`src/rtl/sram_arbiter_if.sv`:
```
// Requester handshakes and SRAM pin bundle shared by the arbiter and its neighbours.
interface sram_arbiter_if #(
   parameter int unsigned ADDR_W = 17,
   parameter int unsigned DATA_W = 8
);
   logic              wr_req;
   logic [DATA_W-1:0] wr_data;
   logic              wr_ack;
   logic              rd_req;
   logic [ADDR_W-1:0] rd_addr;
   logic [DATA_W-1:0] rd_data;
   logic              rd_valid;
   logic              clr_ptr;
   logic [ADDR_W-1:0] wr_ptr;
   logic              wrapped;
   logic              busy;
   logic              sram_cen;
   logic              sram_oen;
   logic              sram_wen;
   logic [ADDR_W-1:0] sram_addr;
   logic [DATA_W-1:0] sram_dout;
   logic              sram_dout_en;
   logic [DATA_W-1:0] sram_din;

   modport slave (
      input  wr_req, wr_data, rd_req, rd_addr, clr_ptr, sram_din,
      output wr_ack, rd_data, rd_valid, wr_ptr, wrapped, busy,
             sram_cen, sram_oen, sram_wen, sram_addr, sram_dout, sram_dout_en
   );

   modport master (
      output wr_req, wr_data, rd_req, rd_addr, clr_ptr, sram_din,
      input  wr_ack, rd_data, rd_valid, wr_ptr, wrapped, busy,
             sram_cen, sram_oen, sram_wen, sram_addr, sram_dout, sram_dout_en
   );
endinterface

```
`src/rtl/sram_arbiter.sv`:
```
// Round-robin arbiter sequencing log writes and SPI reads onto one async SRAM
// as setup / strobe / hold phases, with every pin driven straight from a flop.
module sram_arbiter #(
   parameter int unsigned ADDR_W        = 17,
   parameter int unsigned DATA_W        = 8,
   parameter int unsigned ACCESS_CYCLES = 2
) (
   input  logic          clk,
   input  logic          rst,
   sram_arbiter_if.slave bus
);

   localparam int unsigned CNT_W = $clog2(ACCESS_CYCLES) + 1;
   localparam logic [CNT_W-1:0] CNT_LAST = CNT_W'(ACCESS_CYCLES - 1);

   typedef enum logic [1:0] {S_IDLE, S_SETUP, S_STROBE, S_HOLD} state_e;
   typedef enum logic {G_READ, G_WRITE} grant_e;

   state_e            state_q, state_d;
   grant_e            grant_q, grant_d;
   logic [CNT_W-1:0]  cnt_q, cnt_d;
   logic              cen_q, cen_d;
   logic              oen_q, oen_d;
   logic              wen_q, wen_d;
   logic [ADDR_W-1:0] addr_q, addr_d;
   logic [DATA_W-1:0] dout_q, dout_d;
   logic              dout_en_q, dout_en_d;
   logic              wr_ack_q, wr_ack_d;
   logic              rd_valid_q, rd_valid_d;
   logic [DATA_W-1:0] rd_data_q, rd_data_d;
   logic [ADDR_W-1:0] wr_ptr_q, wr_ptr_d;
   logic              wrapped_q, wrapped_d;
   logic              busy_q, busy_d;
   logic              grant_wr;

   // Write wins when alone or when the read went last.
   assign grant_wr = bus.wr_req && (!bus.rd_req || (grant_q == G_READ));

   always_comb begin
      state_d    = state_q;
      grant_d    = grant_q;
      cnt_d      = cnt_q;
      cen_d      = cen_q;
      oen_d      = oen_q;
      wen_d      = wen_q;
      addr_d     = addr_q;
      dout_d     = dout_q;
      dout_en_d  = dout_en_q;
      wr_ack_d   = 1'b0;
      rd_valid_d = 1'b0;
      rd_data_d  = rd_data_q;
      wr_ptr_d   = wr_ptr_q;
      wrapped_d  = wrapped_q;

      unique case (state_q)
         S_IDLE: begin
            if (bus.wr_req || bus.rd_req) begin
               state_d = S_SETUP;
               cen_d   = 1'b0;
               if (grant_wr) begin
                  grant_d   = G_WRITE;
                  addr_d    = wr_ptr_q;
                  dout_d    = bus.wr_data;
                  dout_en_d = 1'b1;
               end else begin
                  grant_d = G_READ;
                  addr_d  = bus.rd_addr;
               end
            end
         end
         S_SETUP: begin
            state_d = S_STROBE;
            cnt_d   = '0;
            wen_d   = (grant_q != G_WRITE);
            oen_d   = (grant_q == G_WRITE);
         end
         S_STROBE: begin
            if (cnt_q == CNT_LAST) begin
               state_d = S_HOLD;
               wen_d   = 1'b1;
               oen_d   = 1'b1;
               if (grant_q == G_WRITE) begin
                  wr_ack_d = 1'b1;
               end else begin
                  rd_valid_d = 1'b1;
                  rd_data_d  = bus.sram_din;
               end
            end else begin
               cnt_d = cnt_q + CNT_W'(1);
            end
         end
         S_HOLD: begin
            state_d   = S_IDLE;
            cen_d     = 1'b1;
            dout_en_d = 1'b0;
            if (grant_q == G_WRITE) begin
               wr_ptr_d = wr_ptr_q + ADDR_W'(1);
               if (wr_ptr_q == '1) begin
                  wrapped_d = 1'b1;
               end
            end
         end
         default: state_d = S_IDLE;
      endcase

      // Clear overrides a coincident increment; the in-flight address is already latched.
      if (bus.clr_ptr) begin
         wr_ptr_d  = '0;
         wrapped_d = 1'b0;
      end

      busy_d = (state_d != S_IDLE);
   end

   always_ff @(posedge clk or posedge rst) begin
      if (rst) begin
         state_q    <= S_IDLE;
         grant_q    <= G_READ;
         cnt_q      <= '0;
         cen_q      <= 1'b1;
         oen_q      <= 1'b1;
         wen_q      <= 1'b1;
         addr_q     <= '0;
         dout_q     <= '0;
         dout_en_q  <= 1'b0;
         wr_ack_q   <= 1'b0;
         rd_valid_q <= 1'b0;
         rd_data_q  <= '0;
         wr_ptr_q   <= '0;
         wrapped_q  <= 1'b0;
         busy_q     <= 1'b0;
      end else begin
         state_q    <= state_d;
         grant_q    <= grant_d;
         cnt_q      <= cnt_d;
         cen_q      <= cen_d;
         oen_q      <= oen_d;
         wen_q      <= wen_d;
         addr_q     <= addr_d;
         dout_q     <= dout_d;
         dout_en_q  <= dout_en_d;
         wr_ack_q   <= wr_ack_d;
         rd_valid_q <= rd_valid_d;
         rd_data_q  <= rd_data_d;
         wr_ptr_q   <= wr_ptr_d;
         wrapped_q  <= wrapped_d;
         busy_q     <= busy_d;
      end
   end

   assign bus.sram_cen     = cen_q;
   assign bus.sram_oen     = oen_q;
   assign bus.sram_wen     = wen_q;
   assign bus.sram_addr    = addr_q;
   assign bus.sram_dout    = dout_q;
   assign bus.sram_dout_en = dout_en_q;
   assign bus.wr_ack       = wr_ack_q;
   assign bus.rd_valid     = rd_valid_q;
   assign bus.rd_data      = rd_data_q;
   assign bus.wr_ptr       = wr_ptr_q;
   assign bus.wrapped      = wrapped_q;
   assign bus.busy         = busy_q;

endmodule

```
`src/flat_wrapper.sv`:
```
// flat-port wrapper written by rule: the top's interface ports become plain ports
module sram_arbiter_flat 
#(
   parameter int unsigned ADDR_W        = 17,
   parameter int unsigned DATA_W        = 8,
   parameter int unsigned ACCESS_CYCLES = 2
)
  (clk, rst, bus_wr_req, bus_wr_data, bus_rd_req, bus_rd_addr, bus_clr_ptr, bus_sram_din, bus_wr_ack, bus_rd_data, bus_rd_valid, bus_wr_ptr, bus_wrapped, bus_busy, bus_sram_cen, bus_sram_oen, bus_sram_wen, bus_sram_addr, bus_sram_dout, bus_sram_dout_en);
  sram_arbiter_if #(.ADDR_W(ADDR_W), .DATA_W(DATA_W)) bus_i ();
  input  logic clk;
  input  logic rst;
  input wire logic [$bits(bus_i.wr_req)-1:0] bus_wr_req;
  input wire logic [$bits(bus_i.wr_data)-1:0] bus_wr_data;
  input wire logic [$bits(bus_i.rd_req)-1:0] bus_rd_req;
  input wire logic [$bits(bus_i.rd_addr)-1:0] bus_rd_addr;
  input wire logic [$bits(bus_i.clr_ptr)-1:0] bus_clr_ptr;
  input wire logic [$bits(bus_i.sram_din)-1:0] bus_sram_din;
  output wire logic [$bits(bus_i.wr_ack)-1:0] bus_wr_ack;
  output wire logic [$bits(bus_i.rd_data)-1:0] bus_rd_data;
  output wire logic [$bits(bus_i.rd_valid)-1:0] bus_rd_valid;
  output wire logic [$bits(bus_i.wr_ptr)-1:0] bus_wr_ptr;
  output wire logic [$bits(bus_i.wrapped)-1:0] bus_wrapped;
  output wire logic [$bits(bus_i.busy)-1:0] bus_busy;
  output wire logic [$bits(bus_i.sram_cen)-1:0] bus_sram_cen;
  output wire logic [$bits(bus_i.sram_oen)-1:0] bus_sram_oen;
  output wire logic [$bits(bus_i.sram_wen)-1:0] bus_sram_wen;
  output wire logic [$bits(bus_i.sram_addr)-1:0] bus_sram_addr;
  output wire logic [$bits(bus_i.sram_dout)-1:0] bus_sram_dout;
  output wire logic [$bits(bus_i.sram_dout_en)-1:0] bus_sram_dout_en;
  assign bus_i.wr_req = bus_wr_req;
  assign bus_i.wr_data = bus_wr_data;
  assign bus_i.rd_req = bus_rd_req;
  assign bus_i.rd_addr = bus_rd_addr;
  assign bus_i.clr_ptr = bus_clr_ptr;
  assign bus_i.sram_din = bus_sram_din;
  assign bus_wr_ack = bus_i.wr_ack;
  assign bus_rd_data = bus_i.rd_data;
  assign bus_rd_valid = bus_i.rd_valid;
  assign bus_wr_ptr = bus_i.wr_ptr;
  assign bus_wrapped = bus_i.wrapped;
  assign bus_busy = bus_i.busy;
  assign bus_sram_cen = bus_i.sram_cen;
  assign bus_sram_oen = bus_i.sram_oen;
  assign bus_sram_wen = bus_i.sram_wen;
  assign bus_sram_addr = bus_i.sram_addr;
  assign bus_sram_dout = bus_i.sram_dout;
  assign bus_sram_dout_en = bus_i.sram_dout_en;
  sram_arbiter #(.ADDR_W(ADDR_W), .DATA_W(DATA_W), .ACCESS_CYCLES(ACCESS_CYCLES)) u_core (.clk(clk), .rst(rst), .bus(bus_i));
endmodule
```
`config.mk`:
```
export PLATFORM = sky130hd
export DESIGN_NAME = sram_arbiter_flat
export DESIGN_NICKNAME = d
export VERILOG_FILES = /design/src/rtl/sram_arbiter_if.sv /design/src/rtl/sram_arbiter.sv /design/src/flat_wrapper.sv
export SDC_FILE = /design/constraint.sdc
export NUM_CORES = 1
export LEC_CHECK = 0
export CORE_UTILIZATION = 49
export DETAILED_ROUTE_END_ITERATION = 6
export DONT_BUFFER_PORTS = 1
export HOLD_SLACK_MARGIN = 0.12
export PLACE_DENSITY_LB_ADDON = 0.15
export SLEW_MARGIN = 20
export SYNTH_ARGS = -nofsm -noshare
export SYNTH_HDL_FRONTEND = slang
export SYNTH_SLANG_ARGS = --single-unit
```
`constraint.sdc`:
```
create_clock -name clk -period 2.02 [get_ports clk]
set_input_delay 0.202 -clock clk [delete_from_list [all_inputs] [get_ports clk]]
set_output_delay 0.202 -clock clk [all_outputs]
set_load 0.05 [all_outputs]
```
# After elaboration in Yosys (flattened, before gate mapping)
# Cells that the tools add are included.
# word_totals
input_bits	38
ff_bits	63
elab_cells	75
ramBits	0
latchBits	0
out_inout_bits	58
rom_bits	0
memories	0
# classes
reduce_logical	20
mux	28
bitwise	1
multipliers	0
eq_ne	9
add_sub_neg	2
shift	0
div_mod_pow	0
order_cmp	0
# op_table
op	count
17-bit two-way mux	4
17-bit by 1-bit adder with 17-bit output (second input constant)	1
17-bit == test (second input constant)	1
1-bit two-way mux	15
3-bit AND reduction	4
2-bit nonzero test	6
2-bit AND reduction	5
1-bit case mux with 2 select lines	4
2-bit case mux with 4 select lines	1
2-bit two-way mux	3
2-bit by 1-bit inequality test with 1-bit output (second input constant)	3
2-bit by 1-bit == test with 1-bit output (second input constant)	2
2-bit == test (second input constant)	2
2-bit case mux with 2 select lines	1
2-bit by 1-bit adder with 2-bit output (second input constant)	1
2-bit zero test	1
1-bit logical OR	2
2-bit inequality test (second input constant)	1
1-bit logical AND	1
1-bit zero test	1
1-bit NOT	1

# Depth between registers and ports, before layout
# depth
word_depth	6
depth_mapped	7
depth_no_buf	7

# Worst setup path after synthesis
# OpenSTA, ideal clock, no wires.
# synth_timing
path_kind	register -> register
start	register u_core.wr_ptr_q[0], in the netlist u_core.bus.wr_ptr[0]
end	register u_core.wr_ptr_q[12], in the netlist u_core.bus.wr_ptr[12]
n_path_buf	0
stages_incl_launch_ff	6
setup_time_ps	78
path_slack_ps	-168
period_less_slack_ps	2188
arrival_ps	2110
required_time_ps	1942
cell_sequence	dfrtp_1 ha_1 nand3_2 or4_4 or3_1 a21oi_1
# synth_between
elab_chain_cells	4
# synth_rtl
item	line	text
from (decl)	sram_arbiter.sv:31	logic [ADDR_W-1:0] wr_ptr_q, wr_ptr_d;
from (signal assigned)	sram_arbiter.sv:145	wr_ptr_q <= wr_ptr_d;
17-bit by 1-bit adder with 17-bit output	sram_arbiter.sv:97	wr_ptr_d = wr_ptr_q + ADDR_W'(1);
17-bit two-way mux	sram_arbiter.sv:96	if (grant_q == G_WRITE) begin
17-bit two-way mux	sram_arbiter.sv:55	unique case (state_q)
17-bit two-way mux	sram_arbiter.sv:107	if (bus.clr_ptr) begin
# No other way between the ends. The select of a mux whose other input is x is not followed.
# A chain may end at the register's enable or synchronous reset.

# Worst setup path in the final report
# layout_timing
start	register u_core.wr_ptr_q[0], in the netlist u_core.bus.wr_ptr[0]
end	register u_core.wr_ptr_q[14], in the netlist u_core.bus.wr_ptr[14]
# Same word-level chain as after synthesis.

==> impl_metrics.toml <==
[yosys]
postSynthAreaPerCell_um2 = 10.4
netlist_area_mm2 = 0.00285
seq_area_frac_synth_pct = 55.4
yosys.cell_types.count = 37
synth-seq-cells = 63
synth_nets = 321
synth_warnings = 0
netlist_instances = 275

[job]
cap_violations = 0

[clocking]
cts.sinks = 63
postCtsResizedCells = 0
cts_inserted_buffers = 9
clock_latency_ns = 0.33
cts_tree = "done"
root_buffer = "clkbuf_8"
cts_buffer_depth = 2
path_clk_slew_ns = 0.07
ctsHoldBuffers = 36
htreeDepth = 3
post_cts_buffers = 0

[worst_setup_path]
arrival_ns = 2.09
critical_path_class = "register to register"
worst_setup_path_start_kind = "register"
worstPathMaxFanout = 6
cp.required_ns = 2.27
cp-end-kind = "register"

[floorplanning]
initial_utilization_pct = 51.4
placementRows = 27
die-area_mm2 = 0.00613
die_y_um = 78.3
core_mm2 = 0.00554
ioPinCount = 96
chipWidth_um = 78.3

[timing]
finalCriticalPeriod_ns = 1.84
finalHoldViolCount = 0
finalSetupViolCount = 0
relSlewSlack_pct = 52.1
tightest_slew_ns = 0.717
skew_ns = 0.00733
max_freq_ghz = 0.544
fin_ws_ns = 0.181
min_period_over_period_pct = 91.0
drv_slew = 0
holdWs_ns = 0.128
fin_setup_tns_ns = 0
rsz0062_at_grt = "false"

[final_layout]
fillers = 443
drive_gt1_share_pct = 17.6
stdcell_count = 412
area_delta_synth_final_pct = 27.4
nNetsFinal = 381
antenna_cells = 0

[status]
status = "completed"

[power_and_ir_drop]
p_leak_uw = 0.00166
p_per_area_mw_per_mm2 = 1540
ir_drop_v = 0.000956

[global_routing]
overflow = 0
grt_max_degree = 43
grt_usage_pct = 23.1
grt_pass1_wl_um = 10500
antenna_found_initial = 0
grt_pass1_vias = 2310

[placement]
port_buffers = 0
dp.cells = 360
dp_slack_ns = 0.197
gp_congestion = 0.741
place_hpwl_um = 4090

[detailed_routing]
drtPass1Iterations = 4
wl_um = 6380
postRouteAntennaNets = 0
post-route-drc-count = 0
avgRoutedWirePerCell_um = 15.5
routed_via_density = 5.30
drtIter0Drc = 106
num_vias = 2184

[min_path]
hold_path.class = "input pin to register"
placed cells by master, fill, tap and decap left out, drive strengths merged, types with 2 or more instances in the layout:
| master | n |
|---|---|
| clkinv | 2 |
| clkbuf | 15 |
| o21ai | 24 |
| buf | 25 |
| dfstp | 3 |
| mux2 | 9 |
| mux2i | 18 |
| nand3 | 7 |
| or3 | 4 |
| nand2b | 4 |
| nand4 | 3 |
| nor3 | 4 |
| nor2 | 17 |
| o22a | 3 |
| ha | 8 |
| a31o | 2 |
| a21oi | 12 |
| xor2 | 3 |
| and3 | 2 |
| dlygate4sd3 | 36 |
| inv | 6 |
| a31oi | 2 |
| nor4b | 2 |
| nand2 | 54 |
| xnor2 | 7 |
| dfrtp | 60 |
critical path: stages (launching register included):
cell and delay (ns):
dfrtp_2 0.36, ha_1 0.18, nand3_2 0.13, or4_4 0.57
or3_1 0.36, a21oi_1 0.15
worst paths after layout:
kind | slack [ns] | endpoint | cells past startpoint | from
setup / recovery | 0.18 | u_core.bus.wr_ptr[14] | 5 | u_core.bus.wr_ptr[0]
hold / removal | 0.13 | u_core.bus.sram_addr[8] | 2 | bus_rd_addr[8]
setup reg to reg | 0.18 | u_core.bus.wr_ptr[14] | 5 | u_core.bus.wr_ptr[0]
hold reg to reg | 0.57 | u_core.cnt_q[1] | 2 | u_core.cnt_q[1]
max in group asynchronous | 1.05 | u_core.bus.sram_cen | 3 | rst
min in group asynchronous | 0.33 | u_core.bus.rd_data[0] | 2 | rst
through the flow:
stage,utilization [%],total power (µW),area [µm²]
2_1_floorplan,-,4260,2850
3_3_place_gp,56.0,4540,3100
3_5_place_dp,56.0,4590,3100
4_1_cts,65.6,5620,3630
5_1_grt,65.6,5910,3630
6_report,65.6,5590,3630
flip-flops by register name, summed over array words and instances, names as in the netlist, 2 cells and up:
register and count:
u_core.bus.rd_data 8, u_core.bus.sram_addr 17, u_core.bus.sram_dout 8, u_core.bus.wr_ptr 17
u_core.cnt_q 2, u_core.state_q 2
Yosys cell counts:
cell type,instances,area share (%)
nand2b_1,4,0.88
nand4_1,3,0.66
nor3_1,4,0.70
o22a_1,3,0.92
o21ai_0,23,4.0
and3_1,2,0.44
xnor2_1,7,2.2
clkinv_1,1,0.13
mux2_2,9,3.6
o31ai_1,1,0.26
clkbuf_1,8,1.1
a21boi_0,1,0.26
xor2_1,3,0.92
nand3_1,6,1.1
nand3_2,1,0.35
a21oi_1,12,2.1
o21ai_1,1,0.18
or3_2,1,0.26
or3_1,3,0.66
nand3b_1,1,0.26
nand2_1,54,7.1
or2_2,1,0.22
dfrtp_1,60,53
mux2i_1,18,6.3
ha_1,8,3.5
clkbuf_2,1,0.18
nor4_1,1,0.22
dfstp_2,3,2.8
buf_2,3,0.53
nor4b_1,2,0.61
or4_4,1,0.40
o21bai_1,1,0.26
a31o_2,2,0.61
a31oi_1,2,0.44
inv_1,6,0.79
nor2_1,17,2.2
nor3b_1,1,0.26
layer usage:
layer | track usage (%) | wire length (µm) | part of all wire (%) | vias up
met4 | 12.0 | 121 | 1.9 | 0
met1 | 26.6 | 2720 | 43 | 1040
met3 | 6.28 | 376 | 5.9 | 10
met2 | 39.1 | 3160 | 50 | 72
met5 | 0 | 0 | 0 | -
li1 | - | - | - | 1062
power breakdown:
part | total, µW | leakage, µW | switching, µW | internal (µW)
clock | 967 | 0.0000877 | 454 | 513
combinational | 1260 | 0.000772 | 698 | 560
sequential | 3360 | 0.000802 | 1660 | 1710
total | 5590 | 0.00166 | 2810 | 2780
cells by family (layout without fill, tap and decap cells):
| family | Yosys count | after routing | share of synthesized area, % |
|---|---|---|---|
| buffers and inverters | 19 | 84 | 2.68 |
| XOR/XNOR | 10 | 10 | 3.07 |
| multiplexers | 27 | 27 | 9.88 |
| adder cells (fa/ha/maj) | 8 | 8 | 3.51 |
| AO/OA/AOI/OAI | 46 | 46 | 9.09 |
| flip-flops | 63 | 63 | 55.4 |
| AND/OR/NAND/NOR | 102 | 102 | 16.3 |
area by class of cell:
type	instances	area, µm²	area share [%]
flip-flops and latches	63	1580	43.6
multi-input cells	193	1200	33.1
repair buffers	61	561	15.4
clock buffers	15	166	4.58
well taps	72	90.1	2.48
inverters	7	26.3	0.723
clock inverters	1	5.00	0.138
Power figures use the tool's default switching activity.
